==> src/rtl/wb_regfile.sv <==
// wb_regfile: write-back register file with load extension, bypassed reads and a RAW busy scoreboard.
// Define WB_TRACE_EN to implement commit_valid/commit_rd/commit_data/retire_count; otherwise they tie to 0.
module wb_regfile #(
    parameter int XLEN  = 32,
    parameter int NREGS = 32
) (
    input  logic            clk,
    input  logic            reset_n,
    input  logic            wb_valid,
    input  logic [4:0]      wb_rd,
    input  logic [1:0]      wb_sel,
    input  logic [2:0]      wb_funct3,
    input  logic [1:0]      wb_byte_off,
    input  logic [XLEN-1:0] wb_alu,
    input  logic [XLEN-1:0] wb_load,
    input  logic [XLEN-1:0] wb_pc4,
    input  logic            issue_valid,
    input  logic [4:0]      issue_rd,
    input  logic [4:0]      rs1,
    input  logic [4:0]      rs2,
    output logic [XLEN-1:0] rd1,
    output logic [XLEN-1:0] rd2,
    output logic            busy1,
    output logic            busy2,
    output logic            commit_valid,
    output logic [4:0]      commit_rd,
    output logic [XLEN-1:0] commit_data,
    output logic [31:0]     retire_count
);
    logic [XLEN-1:0] r_regs [NREGS];
    logic [NREGS-1:0] r_busy;
    logic [NREGS-1:0] w_busy_nxt;
    logic [7:0]      w_byte;
    logic [15:0]     w_half;
    logic [XLEN-1:0] w_load_ext;
    logic [XLEN-1:0] w_wdata;
    logic            w_we;

    assign w_we   = wb_valid && (wb_rd != 5'd0);
    assign w_byte = wb_load[{wb_byte_off, 3'b000} +: 8];
    assign w_half = wb_load[{wb_byte_off[1], 4'b0000} +: 16];

    always_comb begin
        w_load_ext = wb_load;
        case (wb_funct3)
            3'b000:  w_load_ext = {{(XLEN-8){w_byte[7]}}, w_byte};
            3'b001:  w_load_ext = {{(XLEN-16){w_half[15]}}, w_half};
            3'b100:  w_load_ext = {{(XLEN-8){1'b0}}, w_byte};
            3'b101:  w_load_ext = {{(XLEN-16){1'b0}}, w_half};
            default: w_load_ext = wb_load;
        endcase
    end

    assign w_wdata = (wb_sel == 2'b00) ? wb_alu :
                     (wb_sel == 2'b01) ? w_load_ext :
                     (wb_sel == 2'b10) ? wb_pc4 : '0;

    always_ff @(posedge clk or negedge reset_n) begin
        if (!reset_n) begin
            for (int i = 0; i < NREGS; i++) r_regs[i] <= '0;
        end else if (w_we) begin
            r_regs[wb_rd] <= w_wdata;
        end
    end

    // Issue is applied after the clear so a newer producer stays pending.
    always_comb begin
        w_busy_nxt = r_busy;
        if (w_we) w_busy_nxt[wb_rd] = 1'b0;
        if (issue_valid && (issue_rd != 5'd0)) w_busy_nxt[issue_rd] = 1'b1;
        w_busy_nxt[0] = 1'b0;
    end

    always_ff @(posedge clk or negedge reset_n) begin
        if (!reset_n) r_busy <= '0;
        else          r_busy <= w_busy_nxt;
    end

    // Bypass is gated by reset so reads stay 0 while reset is held.
    assign rd1 = (!reset_n || rs1 == 5'd0) ? '0 : (w_we && wb_rd == rs1) ? w_wdata : r_regs[rs1];
    assign rd2 = (!reset_n || rs2 == 5'd0) ? '0 : (w_we && wb_rd == rs2) ? w_wdata : r_regs[rs2];
    assign busy1 = r_busy[rs1] && !(wb_valid && wb_rd == rs1);
    assign busy2 = r_busy[rs2] && !(wb_valid && wb_rd == rs2);

`ifdef WB_TRACE_EN
    logic            r_commit_valid;
    logic [4:0]      r_commit_rd;
    logic [XLEN-1:0] r_commit_data;
    logic [31:0]     r_retire_count;

    always_ff @(posedge clk or negedge reset_n) begin
        if (!reset_n) begin
            r_commit_valid <= 1'b0;
            r_commit_rd    <= '0;
            r_commit_data  <= '0;
            r_retire_count <= '0;
        end else begin
            r_commit_valid <= w_we;
            if (w_we) begin
                r_commit_rd    <= wb_rd;
                r_commit_data  <= w_wdata;
                r_retire_count <= r_retire_count + 32'd1;
            end
        end
    end

    assign commit_valid = r_commit_valid;
    assign commit_rd    = r_commit_rd;
    assign commit_data  = r_commit_data;
    assign retire_count = r_retire_count;
`else
    assign commit_valid = 1'b0;
    assign commit_rd    = '0;
    assign commit_data  = '0;
    assign retire_count = '0;
`endif
endmodule

==> config.mk <==
export PLATFORM = sky130hd
export DESIGN_NAME = wb_regfile
export DESIGN_NICKNAME = d
export VERILOG_FILES = /design/src/rtl/wb_regfile.sv
export SDC_FILE = /design/constraint.sdc
export NUM_CORES = 2
export LEC_CHECK = 0
export CAP_MARGIN = 20
export CORE_MARGIN = 2
export CORE_UTILIZATION = 30
export CTS_BUF_LIST = sky130_fd_sc_hd__clkbuf_2
export CTS_CLUSTER_DIAMETER = 80
export DETAILED_ROUTE_END_ITERATION = 8
export GPL_TIMING_DRIVEN = 0
export SETUP_SLACK_MARGIN = 0.05
export SLEW_MARGIN = 20
export SYNTH_ARGS = -nofsm -noshare
export SYNTH_HDL_FRONTEND = slang
export SYNTH_SLANG_ARGS = --single-unit
==> constraint.sdc <==
create_clock -name clk -period 2.9 [get_ports clk]
set_clock_uncertainty 0.1 [all_clocks]
set_input_delay 0.58 -clock clk [delete_from_list [all_inputs] [get_ports clk]]
set_output_delay 0.58 -clock clk [all_outputs]
set_load 0.02 [all_outputs]
# Word level (Yosys, flattened, before mapping)
# Index checks and enable logic that the tools add are counted.
# classes
order_cmp	10
eq_ne	7
shifts	2
mux	27
bitwise_logic	6
n_reduce_logical	22
# op_table
op	n
$bwmux W1024	1
$mux W32	14
$bmux W32 S5	2
$demux W32 S5	1
$pmux W32 S4	1
$and A32 B32 Y32	1
$not A32 Y32	1
$or A32 B32 Y32	1
$shiftx A32 B6 Y16	1
$shiftx A32 B6 Y8	1
$lt A5 B6 Y1 const B	4
$ge A6 B6 Y1 const B	3
$not A5 Y6	3
$logic_and A1 B1 Y1	11
$bmux W1 S5	2
$demux W1 S5	2
$eq A5 B5 Y1	2
$ge A5 B1 Y1 const B	2
$logic_not A5 Y1	2
$reduce_bool A5 Y1	2
$eq A3 B3 Y1 const B	2
$lt A6 B1 Y1 const B	1
$mux W1	4
$eq A3 B1 Y1 const B	1
other kinds (6)	9
# word_totals
regBits	1055
inputBits	127
out_inout_bits	136
elab_cells	107

# Longest topological paths before layout
# depth
depth_word	9
mapped_depth	10
ltp_nobuf	5

# Least setup slack after synthesis
# Ideal clock, no wire load.
# synth_timing
path_kind	in2out
from	input port rs1[0]
to	output port rd1[28]
t_arrival_ns	2.533
required_ns	2.220
slack_ns	-0.313
stages	9
n_path_buf	4
cell_sequence	buf_2 > buf_6 > buf_4 > xnor2_1 > nand4_1 > nor3_1 > clkbuf_1 > a211oi_1 > a211oi_1
# synth_between
elab_chain_len	6
word_cells_on_any_way	10
classes_between	eq/ne: 1; mux: 5; bitwise: 1; reduce/logical: 3
# synth_lines
element	line	text
start: declaration	19	input logic [4:0] rs1,
$not A5 Y6 (implied by the code)	80	assign rd1 = (!reset_n || rs1 == 5'd0) ? '0 : (w_we && wb_rd == rs1) ? w_wdata : r_regs[rs1];
$bmux W32 S5	80	
$mux W32 (implied by the code) (2 in a row)	80	
$mux W32	80	
$mux W32 *	80	
end: declaration	21	output logic [XLEN-1:0] rd1,
# Every way passes the cells marked *; elsewhere a longest branch is shown, timed or not. The select of a mux whose other input is x is not followed.

# Worst setup path in the final report
# layout_timing
from	register r_regs[815] (netlist name)
to	output port rd1[15]
# layout_between
elab_chain_len	5
# layout_lines
element	line	text
start: declaration	30	logic [XLEN-1:0] r_regs [NREGS];
start signal: indexed assignment	62	r_regs[wb_rd] <= w_wdata;
$bmux W32 S5	80	
$mux W32 (implied by the code) (2 in a row)	80	
$mux W32 (2 in a row)	80	
# Every way passes these cells. The select of a mux whose other input is x is not followed.

==> reports/qor.txt <==
Outcome - complete, but fails checks
Failing checks - setup timing
CTS tree - yes
Routed wire length - 304 mm
Synth Register Bits - 1055
Post-synth EDFFs - 0
Max_cap viols - 0
Post-synth top flop - dfrtp_1
Fin. max-slew vios - 0
Area occupied by multi-input gates - 30200 um^2
Hold WS - 0.0355 ns
Die X - 441 um
Die Ht - 441 um
Crit path required time - 2.22 ns
Post-DRT Antenna Nets - 0
Routability cong. - 1.05
# setup viols final - 229
Number of global-route vias before repair - 51489
Asr flop ratio synth - 1.00
Syn_area_per_cell - 10.7 um^2
PD cells - 597 nW/um^2
Initial antenna violation count - 26
Largest net degree at the start of global routing - 140
Maximum clock path buffer count - 4
I/O pin count - 263
Critical Path Fanout Max - 3
Row cnt - 160
Per-cell routed wire length - 34.8 um
Vias per cell - 6.14
# fillers - 18837
Starting density of the core - 0.302
Leak pwr - 30.0 nW
Maximum VDD drop - 0.414 mV
Worst Setup End Kind - primary output
First DRT Iteration DRCs - 8167
RSZ-0062 raised after global routing - yes
Tot GR Track Use - 0.307
Yosys warning count - 0
Share of the yosys chip area belonging to registers - 0.461
Synthesized instance count - 5335
Remaining DRCs - 0
FF/Latch Area - 26400 um^2
Final #Nets - 6172
WP data arrival - 4.12 ns
Type of origin of the critical path - flop
Final Cycle Share - 1.66
Clock Tree Root - clkbuf_2
P&R area growth vs syn - 22.0%
Num CTS Buffers - 296
Worst slew margin - 0.0772
Synthesized cell area - 57300 um^2
TritonRoute pass-1 iters - 8
DIE AREA - 195000 um^2
Fmax - 208 MHz
Port bufs - 176
Netlist cell types - 71
Clock Latency Late Sink - 1.79 ns
Hold/Removal Path Class - primary input to flop
Pwr Total - 41.8 mW
Setup ws final - -1.90 ns
Slew @ Worst Pin - 1.38 ns
Clk sinks - 1055
DP Wirelength - 213 mm
Tmin final - 4.80 ns
First-pass GRT wire length - 413 mm
Worst Setup Path Type - flop to primary output
Layout cells sized above 1 - 0.276
CTS clk-pin slew, worst paths - 0.14 ns
CORE AREA - 190000 um^2
Grt ovf - 0
H-Tree Depth - 5
Vias - 53666
Final Hold Fails - 0
-- cell usage after synthesis, types with 10 or more instances --
cell / count / area, um^2
a21oi_1: 64 / 320
buf_1: 12 / 45.0
o21bai_1: 37 / 278
nor2_1: 90 / 338
clkbuf_2: 19 / 95.1
o21ai_0: 924 / 4620
a21o_1: 15 / 113
a22oi_1: 97 / 728
o22ai_1: 14 / 87.6
buf_2: 107 / 536
o221a_2: 10 / 113
nor2b_1: 27 / 169
xnor2_1: 10 / 87.6
a211oi_1: 33 / 248
clkbuf_1: 387 / 1450
nand3_1: 13 / 65.1
buf_4: 105 / 788
mux2i_1: 359 / 3590
mux4_2: 423 / 9530
inv_1: 19 / 71.3
nand2_1: 1070 / 4020
dfrtp_1: 1055 / 26400
mux2_2: 35 / 394
o21ai_1: 103 / 515
a221o_1: 28 / 280
a221oi_1: 126 / 1100
-- critical path: stages (launching register included) --
cell and delay (ns):
dfrtp_1 0.41, mux4_2 0.54, mux4_2 0.50, nor2b_4 0.15
a211oi_4 0.39, a211oi_4 0.12, buf_6 0.18
-- flip-flops by register name, summed over array words and instances (netlist names) --
signal / cells
r_regs: 1024
r_busy: 31
-- through the flow --
stage | setup slack, ns | cells | instance area, um^2 | TNS (ns) | utilization
2_1_floorplan | -0.142 | 5404 | 58600 | -1.30 | -
3_3_place_gp | -53.30 | 8091 | 63500 | - | 0.334
3_5_place_dp | -3.33 | 8106 | 63900 | -1317.33 | 0.336
4_1_cts | -2.00 | 8679 | 68700 | -117.05 | 0.362
5_1_grt | -1.88 | 8732 | 69900 | -156.27 | 0.368
6_report | -1.90 | 8745 | 69900 | -144.41 | 0.368
-- what timing repair did --
action | in CTS | in global routing
resized for setup | 688 | 154
endpoints found under the hold margin | 1372 | 369
pin swaps | 100 | 59
endpoints found under the setup margin | 66 | 148
gates cloned | 1 | 2
hold buffers | 89 | 19
buffers inserted | 19 | 21
-- layer usage --
metal	vias to the layer above	part of all wire	track usage
li1	20960	-	-
met1	27091	0.34	0.356
met2	4376	0.41	0.428
met3	1225	0.14	0.130
met4	14	0.11	0.278
met5	-	0.00086	0.000244
-- cells in the final DEF, fill, tap and decap left out, drive strengths merged, types with 72 or more instances in the layout --
cell type	instances
clkbuf	819
dfrtp	1055
buf	371
clkdlybuf4s50	107
mux4	423
nor2	90
mux2i	359
o21ai	1031
a21oi	72
a22oi	97
a221oi	126
dlygate4sd3	90
nand2	1071
-- cell type report --
class	instances	share of cell area
diodes	23	0.000823
inverters	19	0.00102
flip-flops and latches	1055	0.378
multi-input cells	3691	0.431
repair buffers	343	0.0555
clock buffers	411	0.0294
well taps	2511	0.0449
clock inverters	53	0.00442
plain buffers	639	0.0549
-- power by group --
group	switching, mW	total (mW)	internal, mW
Sequential	2.06	19.2	17.1
Clock	6.91	11.0	4.08
Combinational	6.70	11.6	4.89
-- final timing paths --
path	slack [ns]	depth (start not counted)	end	startpoint
worst max register to register	1.45	2	r_regs[169]	r_regs[169]
min in group asynchronous	0.38	13	r_regs[349]	reset_n
worst min register to register	0.39	1	r_regs[1016]	r_regs[1016]
worst max-delay path	-1.90	6	rd1[15]	r_regs[815]
max in group asynchronous	-0.40	15	r_regs[485]	reset_n
worst min-delay path	0.04	5	r_regs[137]	wb_alu[9]
-- logic make-up after synthesis --
kind of cell,count (synthesis),synth area share
xor gates and xnor gates,10,0.00153
muxes,817,0.236
buffers and inverters,658,0.0539
other,1,0.0000654
AOI/OAI and AO/OA,1537,0.161
and+or+nand+nor,1257,0.0868
DFF,1055,0.461
(Power assumes the default switching activity.)
